[src/rtl/serial_addsub_if.sv]
// Operand/result handshake bundle for the digit-serial adder/subtractor.
// slave is the adder side, master is the producer/consumer side.
interface serial_addsub_if #(
  parameter int WIDTH = 8
);
  logic             in_valid;
  logic             in_ready;
  logic [WIDTH-1:0] a;
  logic [WIDTH-1:0] b;
  logic             sub;
  logic             abort;
  logic             out_valid;
  logic             out_ready;
  logic [WIDTH-1:0] out;
  logic             cout;
  logic             ovf;
  logic             busy;

  modport slave (
    input  in_valid, a, b, sub, abort,
    input  out_ready,
    output in_ready, out_valid, out,
    output cout, ovf, busy
  );

  modport master (
    output in_valid, a, b, sub, abort,
    output out_ready,
    input  in_ready, out_valid, out,
    input  cout, ovf, busy
  );
endinterface

[src/rtl/serial_addsub.sv]
// Digit-serial adder/subtractor, DIGIT bits per cycle, LSB first.
// Subtraction is A + ~B + 1 with the +1 entering as the initial carry.
module serial_addsub #(
  parameter int WIDTH = 8,
  parameter int DIGIT = 1
) (
  input logic            clk,
  input logic            rst_n,
  serial_addsub_if.slave io
);
  localparam int N  = WIDTH / DIGIT;
  localparam int CW = $clog2(N) + 1;
  localparam logic [CW-1:0] LAST = CW'(N - 1);

  localparam logic [1:0] IDLE = 2'b00;
  localparam logic [1:0] ADD  = 2'b01;
  localparam logic [1:0] DONE = 2'b10;

  logic [1:0]       state_q, state_d;
  logic [WIDTH-1:0] a_q, a_d;
  logic [WIDTH-1:0] b_q, b_d;
  logic [WIDTH-1:0] out_q, out_d;
  logic [CW-1:0]    count_q, count_d;
  logic             carry_q, carry_d;
  logic             cout_q, cout_d;
  logic             ovf_q, ovf_d;

  logic [DIGIT:0]         dsum;
  logic [WIDTH+DIGIT-1:0] shin;
  logic                   ovf_w;

  assign dsum = {1'b0, a_q[DIGIT-1:0]}
              + {1'b0, b_q[DIGIT-1:0]}
              + {{DIGIT{1'b0}}, carry_q};

  // New digit enters at the top; the register fills LSB-first.
  assign shin = {dsum[DIGIT-1:0], out_q};

  assign ovf_w = (a_q[DIGIT-1] == b_q[DIGIT-1])
              && (dsum[DIGIT-1] != a_q[DIGIT-1]);

  always_comb begin
    state_d = state_q;
    a_d     = a_q;
    b_d     = b_q;
    out_d   = out_q;
    count_d = count_q;
    carry_d = carry_q;
    cout_d  = cout_q;
    ovf_d   = ovf_q;
    case (state_q)
      IDLE: begin
        if (io.in_valid) begin
          a_d     = io.a;
          b_d     = io.sub ? ~io.b : io.b;
          carry_d = io.sub;
          count_d = '0;
          out_d   = '0;
          state_d = ADD;
        end
      end
      ADD: begin
        if (io.abort) begin
          state_d = IDLE;
        end else begin
          out_d   = shin[WIDTH+DIGIT-1:DIGIT];
          a_d     = a_q >> DIGIT;
          b_d     = b_q >> DIGIT;
          carry_d = dsum[DIGIT];
          if (count_q == LAST) begin
            cout_d  = dsum[DIGIT];
            ovf_d   = ovf_w;
            state_d = DONE;
          end else begin
            count_d = count_q + 1'b1;
          end
        end
      end
      DONE: begin
        if (io.out_ready) state_d = IDLE;
      end
      default: state_d = IDLE;
    endcase
  end

  always_ff @(posedge clk or negedge rst_n) begin
    if (!rst_n) begin
      state_q <= IDLE;
      a_q     <= '0;
      b_q     <= '0;
      out_q   <= '0;
      count_q <= '0;
      carry_q <= 1'b0;
      cout_q  <= 1'b0;
      ovf_q   <= 1'b0;
    end else begin
      state_q <= state_d;
      a_q     <= a_d;
      b_q     <= b_d;
      out_q   <= out_d;
      count_q <= count_d;
      carry_q <= carry_d;
      cout_q  <= cout_d;
      ovf_q   <= ovf_d;
    end
  end

  assign io.in_ready  = (state_q == IDLE);
  assign io.out_valid = (state_q == DONE);
  assign io.busy      = (state_q == ADD);
  assign io.out       = out_q;
  assign io.cout      = cout_q;
  assign io.ovf       = ovf_q;
endmodule

[src/flat_wrapper.sv]
// flat-port wrapper written by rule: the top's interface ports become plain ports
module serial_addsub_flat 
#(
  parameter int WIDTH = 8,
  parameter int DIGIT = 1
)
  (clk, rst_n, io_in_valid, io_a, io_b, io_sub, io_abort, io_out_ready, io_in_ready, io_out_valid, io_out, io_cout, io_ovf, io_busy);
  serial_addsub_if #(.WIDTH(WIDTH)) io_i ();
  input logic clk;
  input logic rst_n;
  input wire logic [$bits(io_i.in_valid)-1:0] io_in_valid;
  input wire logic [$bits(io_i.a)-1:0] io_a;
  input wire logic [$bits(io_i.b)-1:0] io_b;
  input wire logic [$bits(io_i.sub)-1:0] io_sub;
  input wire logic [$bits(io_i.abort)-1:0] io_abort;
  input wire logic [$bits(io_i.out_ready)-1:0] io_out_ready;
  output wire logic [$bits(io_i.in_ready)-1:0] io_in_ready;
  output wire logic [$bits(io_i.out_valid)-1:0] io_out_valid;
  output wire logic [$bits(io_i.out)-1:0] io_out;
  output wire logic [$bits(io_i.cout)-1:0] io_cout;
  output wire logic [$bits(io_i.ovf)-1:0] io_ovf;
  output wire logic [$bits(io_i.busy)-1:0] io_busy;
  assign io_i.in_valid = io_in_valid;
  assign io_i.a = io_a;
  assign io_i.b = io_b;
  assign io_i.sub = io_sub;
  assign io_i.abort = io_abort;
  assign io_i.out_ready = io_out_ready;
  assign io_in_ready = io_i.in_ready;
  assign io_out_valid = io_i.out_valid;
  assign io_out = io_i.out;
  assign io_cout = io_i.cout;
  assign io_ovf = io_i.ovf;
  assign io_busy = io_i.busy;
  serial_addsub #(.WIDTH(WIDTH), .DIGIT(DIGIT)) u_core (.clk(clk), .rst_n(rst_n), .io(io_i));
endmodule
[config.mk]
export PLATFORM = sky130hd
export DESIGN_NAME = serial_addsub_flat
export DESIGN_NICKNAME = d
export VERILOG_FILES = /design/src/rtl/serial_addsub_if.sv /design/src/rtl/serial_addsub.sv /design/src/flat_wrapper.sv
export SDC_FILE = /design/constraint.sdc
export NUM_CORES = 1
export LEC_CHECK = 0
export CAP_MARGIN = 30
export CORE_MARGIN = 2
export CORE_UTILIZATION = 46
export DETAILED_ROUTE_END_ITERATION = 6
export PLACE_DENSITY = 0.75
export SLEW_MARGIN = 20
export SYNTH_ARGS = -nofsm -noshare
export SYNTH_HDL_FRONTEND = slang
export SYNTH_SLANG_ARGS = --single-unit
[constraint.sdc]
create_clock -name clk -period 1.6 [get_ports clk]
set_input_delay 0.16 -clock clk [delete_from_list [all_inputs] [get_ports clk]]
set_output_delay 0.16 -clock clk [all_outputs]
set_load 0.01 [all_outputs]
=== Word level (Yosys, flattened, before mapping) ===
Cells that the tools add are included.
W data, S select, Z words.

* Bits in registers: 33
* Word-level logic and storage cells: 52

* Add/sub/neg operators: 3
* Equal/unequal tests: 10
* Muxes and demuxes: 22
* Bitwise operators: 2
* Reductions and logical operators: 7

{| class="wikitable"
|+ Operators by type and width
! operator !! number
|-
| $mux W8 || 7
|-
| $pmux W8 S2 || 3
|-
| $mux W4 || 3
|-
| $reduce_and A3 Y1 || 3
|-
| $mux W2 || 4
|-
| $ne A2 B2 Y1 const B || 4
|-
| $not A8 Y8 || 1
|-
| $pmux W4 S2 || 1
|-
| $pmux W2 S3 || 1
|-
| $add A4 B1 Y4 const B || 1
|-
| $eq A4 B3 Y1 const B || 1
|-
| $reduce_and A4 Y1 || 1
|-
| $ne A3 B2 Y1 const B || 1
|-
| $add A1 B1 Y2 || 1
|-
| $add A2 B1 Y2 || 1
|-
| $eq A2 B1 Y1 const B || 1
|-
| $eq A2 B2 Y1 const B || 1
|-
| $logic_not A2 Y1 || 1
|-
| $mux W1 || 2
|-
| $pmux W1 S2 || 1
|-
| $reduce_bool A2 Y1 || 1
|-
| $eq A1 B1 Y1 || 1
|-
| $logic_and A1 B1 Y1 || 1
|-
| $ne A1 B1 Y1 || 1
|-
| $not A1 Y1 || 1
|}

=== Logic depth before layout (Yosys ltp) ===
* Word-level depth: 4
* Depth in mapped cells: 6
* Depth with buffers taken out: 5

=== Worst setup path after synthesis ===
OpenSTA, ideal clock, no wires.

* Path type: reg2reg
* Start point: reg u_core.state_q[0]
* End point: reg u_core.b_q[1]
* Library setup time: 0.125 ns
* Data arrival time: 1.458 ns
* Path slack: 0.017 ns
* Stages on the path, launching flop included: 5
* Buffers on the path: 1
* Clock period less this slack: 1.583 ns
* Cells stage by stage: dfrtp_1 nand2b_1 a21oi_2 buf_4 mux2_2

* Word-level cells in the longest chain between the ends: 3
* Elaborated cells between the ends (all ways): 7
* Those cells by class: 3 x eq/ne; 1 x mux; 3 x reduce/logical

{| class="wikitable"
|+ Ends and longest elaborated chain
! element !! line !! RTL
|-
| start: declaration || serial_addsub.sv:19 || <nowiki>logic [1:0] state_q, state_d;</nowiki>
|-
| start signal: assignment || serial_addsub.sv:97 || <nowiki>state_q <= state_d;</nowiki>
|-
| $eq A2 B1 Y1 or $logic_not A2 Y1 (tied branches) || serial_addsub.sv:51 || <nowiki>case (state_q)</nowiki>
|-
| $ne A2 B2 Y1 (no source line) or $reduce_bool A2 Y1 (tied branches) || - ||
|-
| $reduce_and A3 Y1 (no source line) || - ||
|-
| end signal: assignment || serial_addsub.sv:90 || <nowiki>b_q <= '0;</nowiki>
|-
| end signal: assignment || serial_addsub.sv:99 || <nowiki>b_q <= b_d;</nowiki>
|-
| end: declaration || serial_addsub.sv:21 || <nowiki>logic [WIDTH-1:0] b_q, b_d;</nowiki>
|}

Parallel ways exist; a longest one is shown, timed or not.
A chain may end at the register's enable or synchronous reset.

=== Worst setup path after layout ===
* Start point: reg u_core.state_q[1]
* End point: reg u_core.count_q[2]

* Word-level cells in the longest chain between the ends: 3
* Elaborated cells between the ends (all ways): 8
* Those cells by class: 4 x eq/ne; 1 x mux; 3 x reduce/logical

{| class="wikitable"
|+ Ends and longest elaborated chain
! element !! line !! RTL
|-
| $eq A2 B1 Y1 or $logic_not A2 Y1 (tied branches) || serial_addsub.sv:51 ||
|-
| $ne A2 B2 Y1 (no source line) or $reduce_bool A2 Y1 (tied branches) || - ||
|-
| $reduce_and A4 Y1 (no source line) || - ||
|-
| end signal: assignment || serial_addsub.sv:101 || <nowiki>count_q <= count_d;</nowiki>
|-
| end: declaration || serial_addsub.sv:23 || <nowiki>logic [CW-1:0] count_q, count_d;</nowiki>
|}

Parallel ways exist; a longest one is shown, timed or not.

==> reports/summary.txt <==
Outcome = finished clean
Largest net degree at the start of global routing = 34
CTS Hold Bufs = 0
Share of cells above drive strength 1 = 0.237
CP endpoint kind = flop
Met1 GRT Util = 0.176
DR iter-0 viols = 20
Grt peak-use layer = met2
Post-route DRC = 0
Top-area cell type share of the netlist area = 0.474
Yosys reg bits = 33
Antenna violations before repair = 0
Combinational Power Share = 0.355
Worst Tran Pin Value = 0.417 ns
Post-synthesis sequential area ratio = 0.474
Chip Width = 65.5 um
GPL Wtd Cong = 0.773
CTS Sinks = 33
Vias in the first global route = 1218
Fin crit period = 1.55 ns
First-pass GRT wire length = 5260 um
Mean Syn Cell Area = 11.8 um2
Vias = 1214
Core area = 3660 um2
Worst hold slack = 0.275 ns
Synth area leaders = dfrtp_1 (47%), mux2i_1 (12%), mux2_2 (9.1%)
Sw frac = 0.299
Drt pass-1 iters = 4
Met2 Track Usage GR = 0.300
Fin util = 0.633
Clock group share of total power = 0.213
Fin Setup TNS = 0 ns
Row count = 22
Seq pwr share = 0.432
Setup crit start kind = flop
Number of diodes = 0
Total power = 0.00292 W
Slew Viols, Final = 0
Cell Chain, Critical Path = buf_4, or3b_4, or2_4, a32o_2
Internal power = 0.00204 W
CTS Buffer Depth = 2
I/O pin total = 35
Pwr dens = 1260 nW/um2
HPWL after DPL = 2340 um
CTS clk-pin slew, worst paths = 0.06 ns
Starting density of the core = 0.475
Leak Pwr = 1.09 nW
Crit-path max FO = 7
Mapped cell area = 1740 um2
Final Hold Viols = 0
Final Instance Area = 2320 um2
Final wirelength = 3160 um
Count of cell types in the netlist = 34
Gr usage total = 0.166
DR WL/cell = 12.9 um
ANT nets after route = 0
Die Span Y = 65.5 um
Clk root buf = clkbuf_8
Routed vias/inst = 4.93
Area leader, netlist = dfrtp_1
Met3 GRT Util = 0.0462
RSZ-0062 raised after global routing = false
CP Class = reg2reg
Max VDD drop = 0.721 mV
Die area = 4290 um2
Synth-to-layout area growth = 33.2%
CP arrival = 1.72 ns
Achievable Freq = 646 MHz
Critical Path Max Stage Delay = 0.39 ns
Hold Path Class = in2async
Slowest cell on the critical path = dfrtp_1
PortBufs = 34
Max-cap violation count = 0
Relative slew slack = 0.722
Final period utilization = 0.968
Num CTS Buffers = 5
CTS tree = done
Synth Warn # = 0
Finish-stage setup viols = 0
Max Clock Skew = 0.00177 ns
H-tree depth = 2
Area after DPL = 2200 um2
Gate Count Post-Synth = 148
Worst EP required = 1.77 ns
Sw power = 0.000873 W
Layout Nets = 222
Syn Nets = 172
Clk Latency, worst-skew pair = 0.28 ns
Total grt overflow = 0
==> kinds of logic after synthesis <==
| logic type | synth area share |
|---|---|
| DFF | 0.474 |
| adders and majority gates | 0.0187 |
| xor gates and xnor gates | 0.0403 |
| and+or+nand+nor | 0.0913 |
| muxes | 0.266 |
| AOI/OAI and AO/OA | 0.0403 |
| buffers and inverters | 0.0690 |
==> cell usage in the layout, fill, tap and decap left out, drive strengths merged <==
| master | netlist | final |
|---|---|---|
| a21oi | 2 | 2 |
| a311o | 1 | 1 |
| a32o | 1 | 1 |
| and3b | 1 | 1 |
| buf | 5 | 15 |
| clkbuf | 1 | 7 |
| clkdlybuf4s50 | 0 | 31 |
| dfrtp | 33 | 33 |
| dlygate4sd2 | 0 | 3 |
| fa | 1 | 1 |
| ha | 1 | 1 |
| inv | 18 | 18 |
| mux2 | 22 | 22 |
| mux2i | 20 | 20 |
| nand2 | 9 | 9 |
| nand2b | 5 | 5 |
| nand3 | 2 | 2 |
| nand4 | 2 | 2 |
| nor2 | 3 | 3 |
| nor2b | 1 | 1 |
| nor3b | 2 | 2 |
| o211ai | 1 | 1 |
| o21ai | 4 | 4 |
| o221ai | 1 | 1 |
| or2 | 1 | 1 |
| or3 | 1 | 1 |
| or3b | 2 | 2 |
| xnor2 | 3 | 3 |
| xor2 | 5 | 5 |
==> state kept, by name, indices dropped and copies added (netlist names) <==
signal and count:
u_core.a_q 8, u_core.b_q 8, u_core.io.out 8, u_core.count_q 4, u_core.state_q 2, u_core.carry_q 1
u_core.io.cout 1, u_core.io.ovf 1
==> critical path: cells and delay by family, from the launching register on <==
| family | cells | cell delay [ns] |
|---|---|---|
| simple gates | 2 | 0.62 |
| compound gates | 1 | 0.27 |
| buf+inv | 1 | 0.16 |
| flops | 1 | 0.39 |
==> power groups by stage <==
stage	Sequential, W	Clock [W]	Combinational, W
finish	0.00126	0.000622	0.00103
detailed placement	0.00128	0	0.00101
global route	0.00129	0.000686	0.00115
CTS	0.00127	0.000646	0.00103
floorplan	0.00124	0	0.000687
global placement	0.00125	0	0.000969
==> per-stage QoR <==
step / instances / worst slack (ns)
after detailed placement: 236 / -0.0283
after global routing: 246 / 0.000784
after floorplan: 148 / 0.0168
after global placement: 236 / -0.0163
after CTS: 244 / 0.0397
final: 246 / 0.0514
==> worst paths after layout <==
check,startpoint,endpoint,slack [ns],cells after the start
max,u_core.state_q[1],u_core.count_q[2],0.05,4
min,rst_n,u_core.io.out[1],0.28,2
max reg2reg,u_core.state_q[1],u_core.count_q[2],0.05,4
min reg2reg,u_core.b_q[7],u_core.b_q[7],0.51,1
max in group asynchronous,rst_n,u_core.state_q[0],1.00,2
min in group clk,io_out_ready,u_core.state_q[1],0.44,2
==> final cells by class <==
type	count	area, um2
tap	48	60.1
fill	294	1340
inverter	18	67.6
clock buffer	7	86.3
timing repair buffer	49	474
sequential	33	827
multi-input combinational	91	803
==> cells in the mapped netlist (all sizes together) <==
cell type	instances
mux2	22
fa	1
and3b	1
clkbuf	1
or3	1
o211ai	1
dfrtp	33
nor3b	2
nand3	2
nand4	2
nand2	9
a32o	1
buf	5
nand2b	5
nor2	3
or2	1
nor2b	1
xor2	5
or3b	2
o221ai	1
ha	1
inv	18
a311o	1
a21oi	2
xnor2	3
mux2i	20
o21ai	4
==> per-layer routing <==
metal  vias to the layer above  wire length, um
met5                         -                0
met4                         0               63
met3                         7              142
met2                        25             1660
met1                       585             1300
li1                        597                -
==> what timing repair did <==
item | CTS | global route
cloned | 0 | 0
buffers inserted | 1 | 2
resized for setup | 5 | 3
endpoints found under the setup margin | 3 | 5
pin swaps | 0 | 2
(Power assumes the default switching activity.)
